### src/rtl/rr_grant_dispatch_pkg.sv
// rr_grant_pkg: shared request count, index type and dispatcher state encoding
package rr_grant_pkg;
   localparam int N_REQ = 4;
   typedef logic [1:0] req_idx_t;
   typedef enum logic [1:0] {IDLE, GRANT, RELEASE} state_t;
endpackage

### src/rtl/rr_grant_dispatch_if.sv
// rr_grant_dispatch_if: request/grant bundle between the requesters and the dispatcher
interface rr_grant_dispatch_if;
   import rr_grant_pkg::*;
   logic [N_REQ-1:0] req;
   logic             done;
   logic [N_REQ-1:0] gnt;
   req_idx_t         gnt_id;
   logic             busy;
   logic             timeout;
   modport master (output req, done, input gnt, gnt_id, busy, timeout);
   modport slave (input req, done, output gnt, gnt_id, busy, timeout);
endinterface

### src/rtl/rr_grant_dispatch_pick.sv
// rr_pick: combinational rotating-priority picker, searching ptr, ptr+1, ... mod 4
module rr_pick
   import rr_grant_pkg::*;
(
   input  logic [N_REQ-1:0] i_req,
   input  req_idx_t         i_ptr,
   output logic             o_valid,
   output req_idx_t         o_win
);
   logic [N_REQ-1:0] w_rot;
   req_idx_t         w_off;
   always_comb begin
      w_rot   = N_REQ'({i_req, i_req} >> i_ptr);
      w_off   = w_rot[0] ? 2'd0 : w_rot[1] ? 2'd1 : w_rot[2] ? 2'd2 : 2'd3;
      o_valid = |i_req;
      o_win   = i_ptr + w_off;
   end
endmodule

### src/rtl/rr_grant_dispatch.sv
// rr_grant_dispatch: 4-way round-robin grant FSM; define GRANT_TIMEOUT_EN to bound grants to HOLD_MAX cycles
module rr_grant_dispatch
   import rr_grant_pkg::*;
#(
   parameter int HOLD_MAX = 16,
   parameter int CNT_W    = 5
) (
   input  logic                clk,
   input  logic                rst,
   rr_grant_dispatch_if.slave  bus
);
   state_t           r_state, w_next;
   req_idx_t         r_ptr, r_gnt_id, w_win;
   logic [N_REQ-1:0] r_gnt;
   logic             r_busy, r_timeout;
   logic             w_valid, w_hold, w_to, w_rel;
   rr_pick u_pick (
      .i_req   (bus.req),
      .i_ptr   (r_ptr),
      .o_valid (w_valid),
      .o_win   (w_win)
   );
`ifdef GRANT_TIMEOUT_EN
   logic [CNT_W-1:0] r_cnt;
   always_ff @(posedge clk)
      if (rst) r_cnt <= '0;
      else r_cnt <= (r_state == GRANT) ? r_cnt + 1'b1 : '0;
   assign w_to = (r_cnt == CNT_W'(HOLD_MAX - 1)) && !bus.done && w_hold;
`else
   logic w_unused_cfg;
   assign w_unused_cfg = |{32'(HOLD_MAX), 32'(CNT_W)};
   assign w_to = 1'b0;
`endif
   always_comb begin
      w_hold = bus.req[r_gnt_id];
      w_rel  = (r_state == GRANT) && (bus.done || !w_hold || w_to);
      w_next = (r_state == IDLE)  ? (w_valid ? GRANT : IDLE) :
               (r_state == GRANT) ? (w_rel ? RELEASE : GRANT) : IDLE;
   end
   // ptr advances only on a real release; reset returns it to requester A
   always_ff @(posedge clk)
      if (rst) begin
         r_state   <= IDLE;
         r_ptr     <= '0;
         r_gnt     <= '0;
         r_gnt_id  <= '0;
         r_busy    <= 1'b0;
         r_timeout <= 1'b0;
      end else begin
         r_state   <= w_next;
         r_timeout <= w_rel && w_to;
         if (r_state == IDLE && w_valid) begin
            r_gnt    <= N_REQ'(1) << w_win;
            r_gnt_id <= w_win;
            r_busy   <= 1'b1;
         end else if (w_rel) begin
            r_gnt    <= '0;
            r_gnt_id <= '0;
            r_busy   <= 1'b0;
            r_ptr    <= r_gnt_id + 2'd1;
         end
      end
   assign bus.gnt     = r_gnt;
   assign bus.gnt_id  = r_gnt_id;
   assign bus.busy    = r_busy;
   assign bus.timeout = r_timeout;
endmodule

### src/flat_wrapper.sv
// flat-port wrapper written by rule: the top's interface ports become plain ports
module rr_grant_dispatch_flat import rr_grant_pkg::*;
#(
   parameter int HOLD_MAX = 16,
   parameter int CNT_W    = 5
)
  (clk, rst, bus_req, bus_done, bus_gnt, bus_gnt_id, bus_busy, bus_timeout);
  rr_grant_dispatch_if bus_i ();
  input  logic clk;
  input  logic rst;
  input wire logic [$bits(bus_i.req)-1:0] bus_req;
  input wire logic [$bits(bus_i.done)-1:0] bus_done;
  output wire logic [$bits(bus_i.gnt)-1:0] bus_gnt;
  output wire logic [$bits(bus_i.gnt_id)-1:0] bus_gnt_id;
  output wire logic [$bits(bus_i.busy)-1:0] bus_busy;
  output wire logic [$bits(bus_i.timeout)-1:0] bus_timeout;
  assign bus_i.req = bus_req;
  assign bus_i.done = bus_done;
  assign bus_gnt = bus_i.gnt;
  assign bus_gnt_id = bus_i.gnt_id;
  assign bus_busy = bus_i.busy;
  assign bus_timeout = bus_i.timeout;
  rr_grant_dispatch #(.HOLD_MAX(HOLD_MAX), .CNT_W(CNT_W)) u_core (.clk(clk), .rst(rst), .bus(bus_i));
endmodule
### config.mk
export PLATFORM = sky130hd
export DESIGN_NAME = rr_grant_dispatch_flat
export DESIGN_NICKNAME = d
export VERILOG_FILES = /design/src/rtl/rr_grant_dispatch_pkg.sv /design/src/rtl/rr_grant_dispatch_if.sv /design/src/rtl/rr_grant_dispatch_pick.sv /design/src/rtl/rr_grant_dispatch.sv /design/src/flat_wrapper.sv
export SDC_FILE = /design/constraint.sdc
export NUM_CORES = 1
export LEC_CHECK = 0
export CAP_MARGIN = 15
export CORE_MARGIN = 3
export CORE_UTILIZATION = 30
export CTS_CLUSTER_SIZE = 20
export DETAILED_ROUTE_END_ITERATION = 10
export HOLD_SLACK_MARGIN = 0.12
export PLACE_DENSITY = 0.59
export SLEW_MARGIN = 20
export SYNTH_ARGS = -nofsm -noshare
export SYNTH_HDL_FRONTEND = slang
export SYNTH_HIERARCHICAL = 1
export SYNTH_SLANG_ARGS = --single-unit
export TNS_END_PERCENT = 100
### constraint.sdc
create_clock -name clk -period 2.7 [get_ports clk]
set_input_delay 0.54 -clock clk [delete_from_list [all_inputs] [get_ports clk]]
set_output_delay 0.54 -clock clk [all_outputs]
set_load 0.005 [all_outputs]
==> impl_metrics.yaml, run 1 <==
layout:
  layout_commonest_cell: "clkdlybuf4s50_1"
  utilization: 0.428
  diodes: 0
  syn_to_final_growth_pct: 30.7
  fin_nets: 98
  final_cell_mix: "clkdlybuf4s50_1 (13), dfxtp_1 (11), buf_4 (6)"
  drive_above_1_share: 0.225
clock_tree:
  clock_latency_ns: 0.26
  cts_buffers: 3
  post_cts_buffers: 0
  htree_levels: 1
  path_clk_slew_ns: 0.06
  hold_buffers: 0
  clock-sinks: 11
  post_cts_resized: 0
  cts-root-buf: "clkbuf_4"
  cts_tree: "yes"
  clock_path_buffers: 2
synth:
  synthArstFlopShare: 0
  synth.distinct_cells: 38
  netlist_instances: 69
  synth_fp_nets: 77
  synth-main-ff-cell: "dfxtp_1"
  seq_area_frac_synth: 0.329
  avgSynthCellArea_um2: 9.70
  netlist_area_um2: 669
  ys_warn_count: 6
  synth_edf_count: 0
  ys_ff_latch: 11
die:
  fp.dieH_um: 53.2
  die_w_um: 53.2
  ioPinCount: 15
  rows: 16
  initial_core_util: 0.328
  core_area_mm2: 0.00204
  dieArea_mm2: 0.00283
placed_design:
  gp_congestion: 0.687
  portBuffers: 13
  dpl.hpwl_um: 1100
min_path:
  whs_path_depth: 1
  hold_start: "u_core/bus.gnt[1]"
  hold_end: "u_core/bus.gnt[1]"
  min_path_type: "register to register"
critical_path:
  worstPathRequired_ns: 2.86
  path_max_fanout: 3
  crit_path_start_kind: "input pin"
  ff2ff_setup_slack_ns: 0.46
  reg2reg_to: "u_core/bus.gnt[0]"
  end_kind: "register"
  cp_slowest_cell: "clkdlybuf4s50_1"
  arrival_ns: 2.68
  rr_startpoint: "u_core/r_ptr[0]"
  max_stage_delay_ns: 0.49
  critPathKind: "input pin to register"
  ff2ff_path_depth: 10
  crit_chain: "clkdlybuf4s50_1 > and3b_2 > o21ai_0 > o211ai_1 > ha_1 > or4_1 > nand4_1 > nor2_1 > a32o_1"
route:
  initialDrtViolationCount: 12
  wirelength_um: 1460
  drtPass1Iterations: 5
  ant_nets: 0
  vias: 593
  drc: 0
  avgRoutedWirePerCell_um: 12.6
  via_per_inst: 5.11
timing:
  max_freq_mhz: 397
  rsz0062_at_grt: "no"
  post-route-min-period_ns: 2.52
  finalSetupViolations: 0
  final-hold-violation-count: 0
  finalCritPeriodShare: 0.933
  tns_ns: 0
  fin_skew_ns: 0.00104
  drv_slew: 0
power_and_ir_drop:
  pwr_density_cell_mw_per_mm2: 610
  vdd_drop_max_uv: 285
  p_leak_uw: 0.000348
global_routing:
  antenna_found_initial: 0
  grt_max_degree: 11
  grt_pass1_vias: 623
  grt_pass1_wl_um: 2590
  grt_overflow: 0
  grt_usage: 0.126
run_status:
  outcome: "finished clean"
job:
  max-cap-violations: 0
-- critical path, delay by kind of cell --
| family | cells | cell delay [ns] |
|---|---|---|
| compound gates | 3 | 0.51 |
| fa+ha+maj | 1 | 0.21 |
| buf+inv | 1 | 0.49 |
| simple gates | 4 | 0.93 |
-- through the flow --
| step | power (uW) | setup slack, ns | instances | hold WS [ns] | cell area [um^2] |
|---|---|---|---|---|---|
| after global routing | 570 | 0.0387 | 116 | 0.492 | 875 |
| after CTS | 545 | 0.197 | 116 | 0.472 | 875 |
| after global placement | 425 | -0.0591 | 112 | 0.448 | 848 |
| final | 534 | 0.182 | 116 | 0.467 | 875 |
| after detailed placement | 428 | -0.0781 | 112 | 0.445 | 848 |
| after floorplan | 351 | 0.546 | 69 | 0.456 | 669 |
-- power breakdown --
group | total (uW) | internal, uW | switching, uW
logic | 198 | 117 | 80.8
registers | 227 | 191 | 35.7
clock network | 109 | 57.2 | 51.8
total | 534 | 365 | 168
-- layer usage --
metal | share of wire | track usage | wire length [um]
met5 | 0 | 0 | 0
met4 | 0 | 0.0766 | 0
met3 | 0.044 | 0.0169 | 64
met2 | 0.47 | 0.198 | 682
met1 | 0.49 | 0.160 | 714
-- synth_stat cells (3+ instances only) --
master | number | area share
nor3_1 | 3 | 0.022
inv_1 | 3 | 0.017
o2bb2ai_1 | 3 | 0.039
nor2_1 | 4 | 0.022
dfxtp_1 | 11 | 0.33
o21ai_0 | 3 | 0.022
-- cell families (layout without fill, tap and decap cells) --
family          count (synthesis)  in the layout  share of synthesized area
simple gates                   25             25                      0.226
compound gates                 19             19                      0.260
flops                          11             11                      0.329
buf+inv                         7             27                     0.0673
mux                             4              4                     0.0804
fa+ha+maj                       1              1                     0.0187
other cells                     1              1                    0.00560
xor+xnor                        1              1                     0.0131
-- layout make-up --
cell class	count	area [um^2]
fillers	205	1170
inverters	4	15.0
well taps	27	33.8
repair buffers	19	175
clock buffers	4	26.3
multi-input cells	51	404
flip-flops and latches	11	220
-- worst max path at each step --
stage / from / to / cells past startpoint
after detailed placement: bus_req[3] / u_core/bus.gnt[0] / 9
after global placement: bus_req[0] / u_core/bus.gnt[0] / 9
after CTS: bus_req[0] / u_core/bus.gnt[0] / 9
after global routing: bus_req[3] / u_core/bus.gnt_id[1] / 11
final: bus_req[3] / u_core/bus.gnt[0] / 9
after floorplan: bus_req[0] / u_core/bus.gnt[0] / 8
-- sequential cells by signal, summed over array words and instances, names as in the netlist --
name	cells
u_core/r_ptr	2
u_core/bus.gnt	4
u_core/bus.gnt_id	2
u_core/r_state	2
u_core/bus.busy	1
No activity file was read; power rests on OpenSTA's default activity.
==> inputs of run 2 (changes only) <==
--- a/config.mk
+++ b/config.mk
@@ -6,7 +6,6 @@
 export NUM_CORES = 1
 export LEC_CHECK = 0
 export CAP_MARGIN = 15
-export CORE_MARGIN = 3
 export CORE_UTILIZATION = 30
 export CTS_CLUSTER_SIZE = 20
 export DETAILED_ROUTE_END_ITERATION = 10
==> run 2 against run 1 <==
Clock skew barely moved. Total power is 1.3% lower. Final cell count did not move. Sequential share of layout area fell by 0.14 points. Wire length fell by 12%. Critical path type unchanged. Largest cell class unchanged. Largest power group unchanged. Highest routed layer unchanged.
==> impl_metrics.yaml, run 2 (synthesized netlist as in run 1, its figures left out) <==
global_routing:
  grt_pass1_wl_um: 2220
  grt_usage: 0.116
  grt_max_degree: 11
  antenna_found_initial: 0
  grt_overflow: 0
  grt_pass1_vias: 553
timing:
  finalCritPeriodShare: 0.932
  max_freq_mhz: 398
  rsz0062_at_grt: "no"
  max_slew.worst_pin.slew_ns: 0.521
  final-hold-violation-count: 0
  relSlewSlack: 0.650
  finalSetupViolations: 0
  post-route-min-period_ns: 2.52
  drv_slew: 0
  fin_skew_ns: 0.00124
placed_design:
  portBuffers: 13
  dpl.hpwl_um: 1020
  gp_congestion: 0.740
layout:
  drive_above_1_share: 0.236
  diodes: 0
  largest_reg_flops: 4
  utilization: 0.435
  fin_nets: 98
  multiInputGateArea_um2: 409
  layout_commonest_cell: "clkdlybuf4s50_1"
  syn_to_final_growth_pct: 31.4
  final_cell_mix: "clkdlybuf4s50_1 (13), dfxtp_1 (11), buf_4 (6)"
  num-fill-cells: 196
  register_area_um2: 220
route:
  dr_wl_met3_um: 58
  drc: 0
  wirelength_um: 1280
  initialDrtViolationCount: 8
  topRoutingLayerUsed: "met3"
  vias: 597
  drtPass1Iterations: 2
  wl_met1_um: 632
  ant_nets: 0
  wl_met2_um: 592
  avgRoutedWirePerCell_um: 11.1
  via_per_inst: 5.15
clock_tree:
  post_cts_resized: 0
  cts_tree: "yes"
  hold_buffers: 0
  htree_levels: 1
  post_cts_buffers: 0
  clock_latency_ns: 0.25
  path_clk_slew_ns: 0.06
  cts_buffers: 3
  cts-root-buf: "clkbuf_4"
  clock_path_buffers: 2
  clock-sinks: 11
critical_path:
  end_kind: "register"
  arrival_ns: 2.66
  crit_path_start_kind: "input pin"
  worstPathRequired_ns: 2.85
  critPathKind: "input pin to register"
  path_max_fanout: 3
die:
  die_w_um: 49.2
  ioPinCount: 15
  dieArea_mm2: 0.00242
  rows: 16
  initial_core_util: 0.331
  core_area_mm2: 0.00202
  fp.dieH_um: 49.2
power_and_ir_drop:
  finalPower_uw: 527
  vdd_drop_max_uv: 428
  pwr_density_cell_mw_per_mm2: 599
  p_leak_uw: 0.000349
job:
  max-cap-violations: 0
min_path:
  min_path_type: "register to register"
run_status:
  outcome: "finished clean"
==> run 2: cell count changes in the layout (fill, tap and decap cells not counted) <==
| cell | change |
|---|---|
| nand3_2 | +1 |
| nand3_1 | -1 |
==> run 2: routing by layer <==
layer | global-route usage | vias up
met2 | 0.180 | 11
met3 | 0.0312 | 0
li1 | - | 300
met1 | 0.151 | 286
met4 | 0.0441 | 0
met5 | 0 | -
==> run 2: cell type report <==
class                           count  share of cell area
Clock buffer                        4              0.0299
Inverter                            4              0.0171
Timing Repair Buffer               19               0.199
Sequential cell                    11               0.250
Tap cell                           27              0.0384
Multi-Input combinational cell     51               0.465
==> run 2: worst paths after layout <==
check	from	endpoint	slack [ns]	cells past startpoint
min	u_core/bus.gnt[1]	u_core/bus.gnt[1]	0.47	1
max	bus_req[3]	u_core/bus.gnt[0]	0.18	9
min reg2reg	u_core/bus.gnt[1]	u_core/bus.gnt[1]	0.47	1
max reg2reg	u_core/r_ptr[0]	u_core/bus.gnt[0]	0.50	10
==> run 2: where the power goes <==
group / switching, uW / internal, uW
registers: 34.3 / 191
clock network: 47.7 / 57.0
logic: 79.5 / 118
total: 161 / 365
==> run 2: critical path, cell delays in order <==
cell             delay (ns)
clkdlybuf4s50_1        0.49
and3b_2                0.21
o21ai_0                0.14
o211ai_1               0.11
ha_1                   0.21
or4_1                  0.47
nand4_1                0.17
nor2_1                 0.07
a32o_1                 0.26
==> run 2: stage by stage <==
| step | setup TNS [ns] | area [um^2] | hold slack (ns) | setup WS [ns] | cells |
|---|---|---|---|---|---|
| floorplan | 0 | 669 | 0.456 | 0.546 | 69 |
| global placement | -0.144 | 848 | 0.446 | -0.0588 | 112 |
| detailed placement | -0.175 | 848 | 0.445 | -0.0729 | 112 |
| CTS | 0 | 875 | 0.472 | 0.191 | 116 |
| global route | 0 | 880 | 0.482 | 0.0109 | 116 |
| finish | 0 | 880 | 0.467 | 0.184 | 116 |
==> inputs of run 3 (changes only) <==
--- a/config.mk
+++ b/config.mk
@@ -7,6 +7,7 @@
 export LEC_CHECK = 0
 export CAP_MARGIN = 15
 export CORE_UTILIZATION = 30
+export CTS_BUF_LIST = sky130_fd_sc_hd__clkbuf_16
 export CTS_CLUSTER_SIZE = 20
 export DETAILED_ROUTE_END_ITERATION = 10
 export HOLD_SLACK_MARGIN = 0.12
==> constraint.sdc (replaced) <==
create_clock -name clk -period 2.36 [get_ports clk]
set_input_delay 0.472 -clock clk [delete_from_list [all_inputs] [get_ports clk]]
set_output_delay 0.472 -clock clk [all_outputs]
set_load 0.005 [all_outputs]
==> run 3 against run 2 <==
Via count rose by 1.5%. Cell area rose by 8.8%. Clock power rose to 2.9 times the previous value. Setup slack got worse by 0.042 ns. Hold slack got worse by 0.0070 ns. Sequential power rose by 14%. Final cell count rose by 1.7%. Clock skew barely moved. Core utilization rose by 3.8 points. Register-to-register slack got worse by 0.28 ns. Combinational power rose by 24%. Clock-buffer cell count fell by 1. Critical path type unchanged. Critical endpoint unchanged. Largest power group is now clock.
==> impl_metrics.yaml, run 3 (synthesized netlist as in run 1, its figures left out) <==
run_status:
  outcome: "finished clean"
power_and_ir_drop:
  vdd_drop_max_uv: 525
  internal_power_uw: 587
  p_leak_uw: 0.000393
  power_frac_comb: 0.305
  pwr_density_cell_mw_per_mm2: 838
  swShare: 0.269
  clkPwrFrac: 0.376
  switchingPower_uw: 216
  pwr-share-seq: 0.319
die:
  dieArea_mm2: 0.00242
  die_w_um: 49.2
  core_area_mm2: 0.00202
  ioPinCount: 15
  rows: 16
  fp.dieH_um: 49.2
  initial_core_util: 0.331
critical_path:
  rr_startpoint: "u_core/r_ptr[0]"
  end_kind: "register"
  path_delay_family: "simple AND/OR/NAND/NOR gates"
  ff2ff_setup_slack_ns: 0.22
  reg2reg_to: "u_core/bus.gnt[0]"
  cp_slowest_cell: "or4_1"
  max_stage_delay_ns: 0.46
  worstPathRequired_ns: 2.49
  setup.worst_path.start: "bus_req[0]"
  ff2ff_path_depth: 10
  crit_end: "u_core/bus.gnt[0]"
  crit_chain: "dlygate4sd2_1 > and3b_2 > o21ai_1 > o211ai_1 > ha_2 > or4_1 > nand4_1 > nor2_1 > a32o_1"
  crit_buf_inv: 1
  arrival_ns: 2.34
  crit_path_start_kind: "input pin"
  critPathKind: "input pin to register"
  path_max_fanout: 4
  crit_cells: 9
clock_tree:
  clock-sinks: 11
  cts_tree: "yes"
  path_clk_slew_ns: 0.04
  htree_levels: 1
  cts_buffers: 3
  cts-root-buf: "clkbuf_16"
  clock_path_buffers: 2
  hold_buffers: 0
  clock_latency_ns: 0.24
route:
  ant_nets: 0
  avgRoutedWirePerCell_um: 11.9
  via_per_inst: 5.14
  vias: 606
  drtPass1Iterations: 4
  wirelength_um: 1410
  initialDrtViolationCount: 6
  drc: 0
timing:
  finalCritPeriodShare: 0.940
  tns_ns: 0
  setup_ws_ns: 0.143
  max_slew.worst_pin.slew_ns: 0.525
  whs_ns: 0.460
  post-route-min-period_ns: 2.22
  rsz0062_at_grt: "no"
  final-hold-violation-count: 0
  max_freq_mhz: 451
  drv_slew: 0
  fin_skew_ns: 0.00145
  finalSetupViolations: 0
  relSlewSlack: 0.647
global_routing:
  grt_pass1_wl_um: 2220
  grt_max_degree: 8
  grt_overflow: 0
  grt_usage: 0.121
  antenna_found_initial: 0
  grt_pass1_vias: 542
layout:
  register_area_um2: 220
  final_cell_mix: "dfxtp_1 (11), clkdlybuf4s50_1 (9), buf_4 (7)"
  layout_commonest_cell: "dfxtp_1"
  drive_above_1_share: 0.286
  multiInputGateArea_um2: 420
  syn_to_final_growth_pct: 43.0
  num-fill-cells: 195
  fin_nets: 100
  largest_reg_flops: 4
  diodes: 0
placed_design:
  pre_cts_ws_ns: -0.341
  gp_congestion: 0.722
  portBuffers: 13
  dpl.hpwl_um: 1030
job:
  max-cap-violations: 0
min_path:
  min_path_type: "register to register"
-- run 3: power by group through the flow --
stage	clock (uW)	sequential (uW)	combinational, uW
finish	302	256	244
global route	315	261	264
CTS	307	256	246
detailed placement	0	258	232
global placement	0	258	232
floorplan	0	248	153
-- run 3: worst min path at each step --
stage / startpoint / end / cells after the start
finish: u_core/bus.gnt[2] / u_core/bus.gnt[2] / 1
global route: u_core/bus.gnt[3] / u_core/bus.gnt[3] / 1
CTS: u_core/bus.gnt[3] / u_core/bus.gnt[3] / 1
detailed placement: u_core/bus.gnt[3] / u_core/bus.gnt[3] / 1
global placement: u_core/bus.gnt[3] / u_core/bus.gnt[3] / 1
floorplan: u_core/bus.gnt[1] / u_core/bus.gnt[1] / 1
-- run 3: per-layer routing --
metal	GRT usage	up-vias	wire, um
met5	0	-	0
met3	0.0374	3	81
met4	0.0735	0	33
met2	0.196	14	628
li1	-	305	-
met1	0.136	284	664
-- run 3: layout make-up --
cell class / instances / area share
multi-input combinational: 51 / 0.439
sequential: 11 / 0.230
timing repair buffer: 21 / 0.197
clock buffer: 3 / 0.0784
tap: 27 / 0.0353
inverter: 4 / 0.0157
clock inverter: 1 / 0.00392
-- run 3: timing repair --
item	in CTS	in global routing
setup endpoints to repair	4	0
buffers inserted	1	0
resized for setup	10	0
-- run 3: per-stage QoR --
stage	utilization	power (uW)	cells	instance area, um^2
finish	0.473	802	118	957
floorplan	-	402	69	669
global placement	0.423	491	113	856
detailed placement	0.423	491	113	856
global route	0.473	841	118	957
CTS	0.473	809	118	957
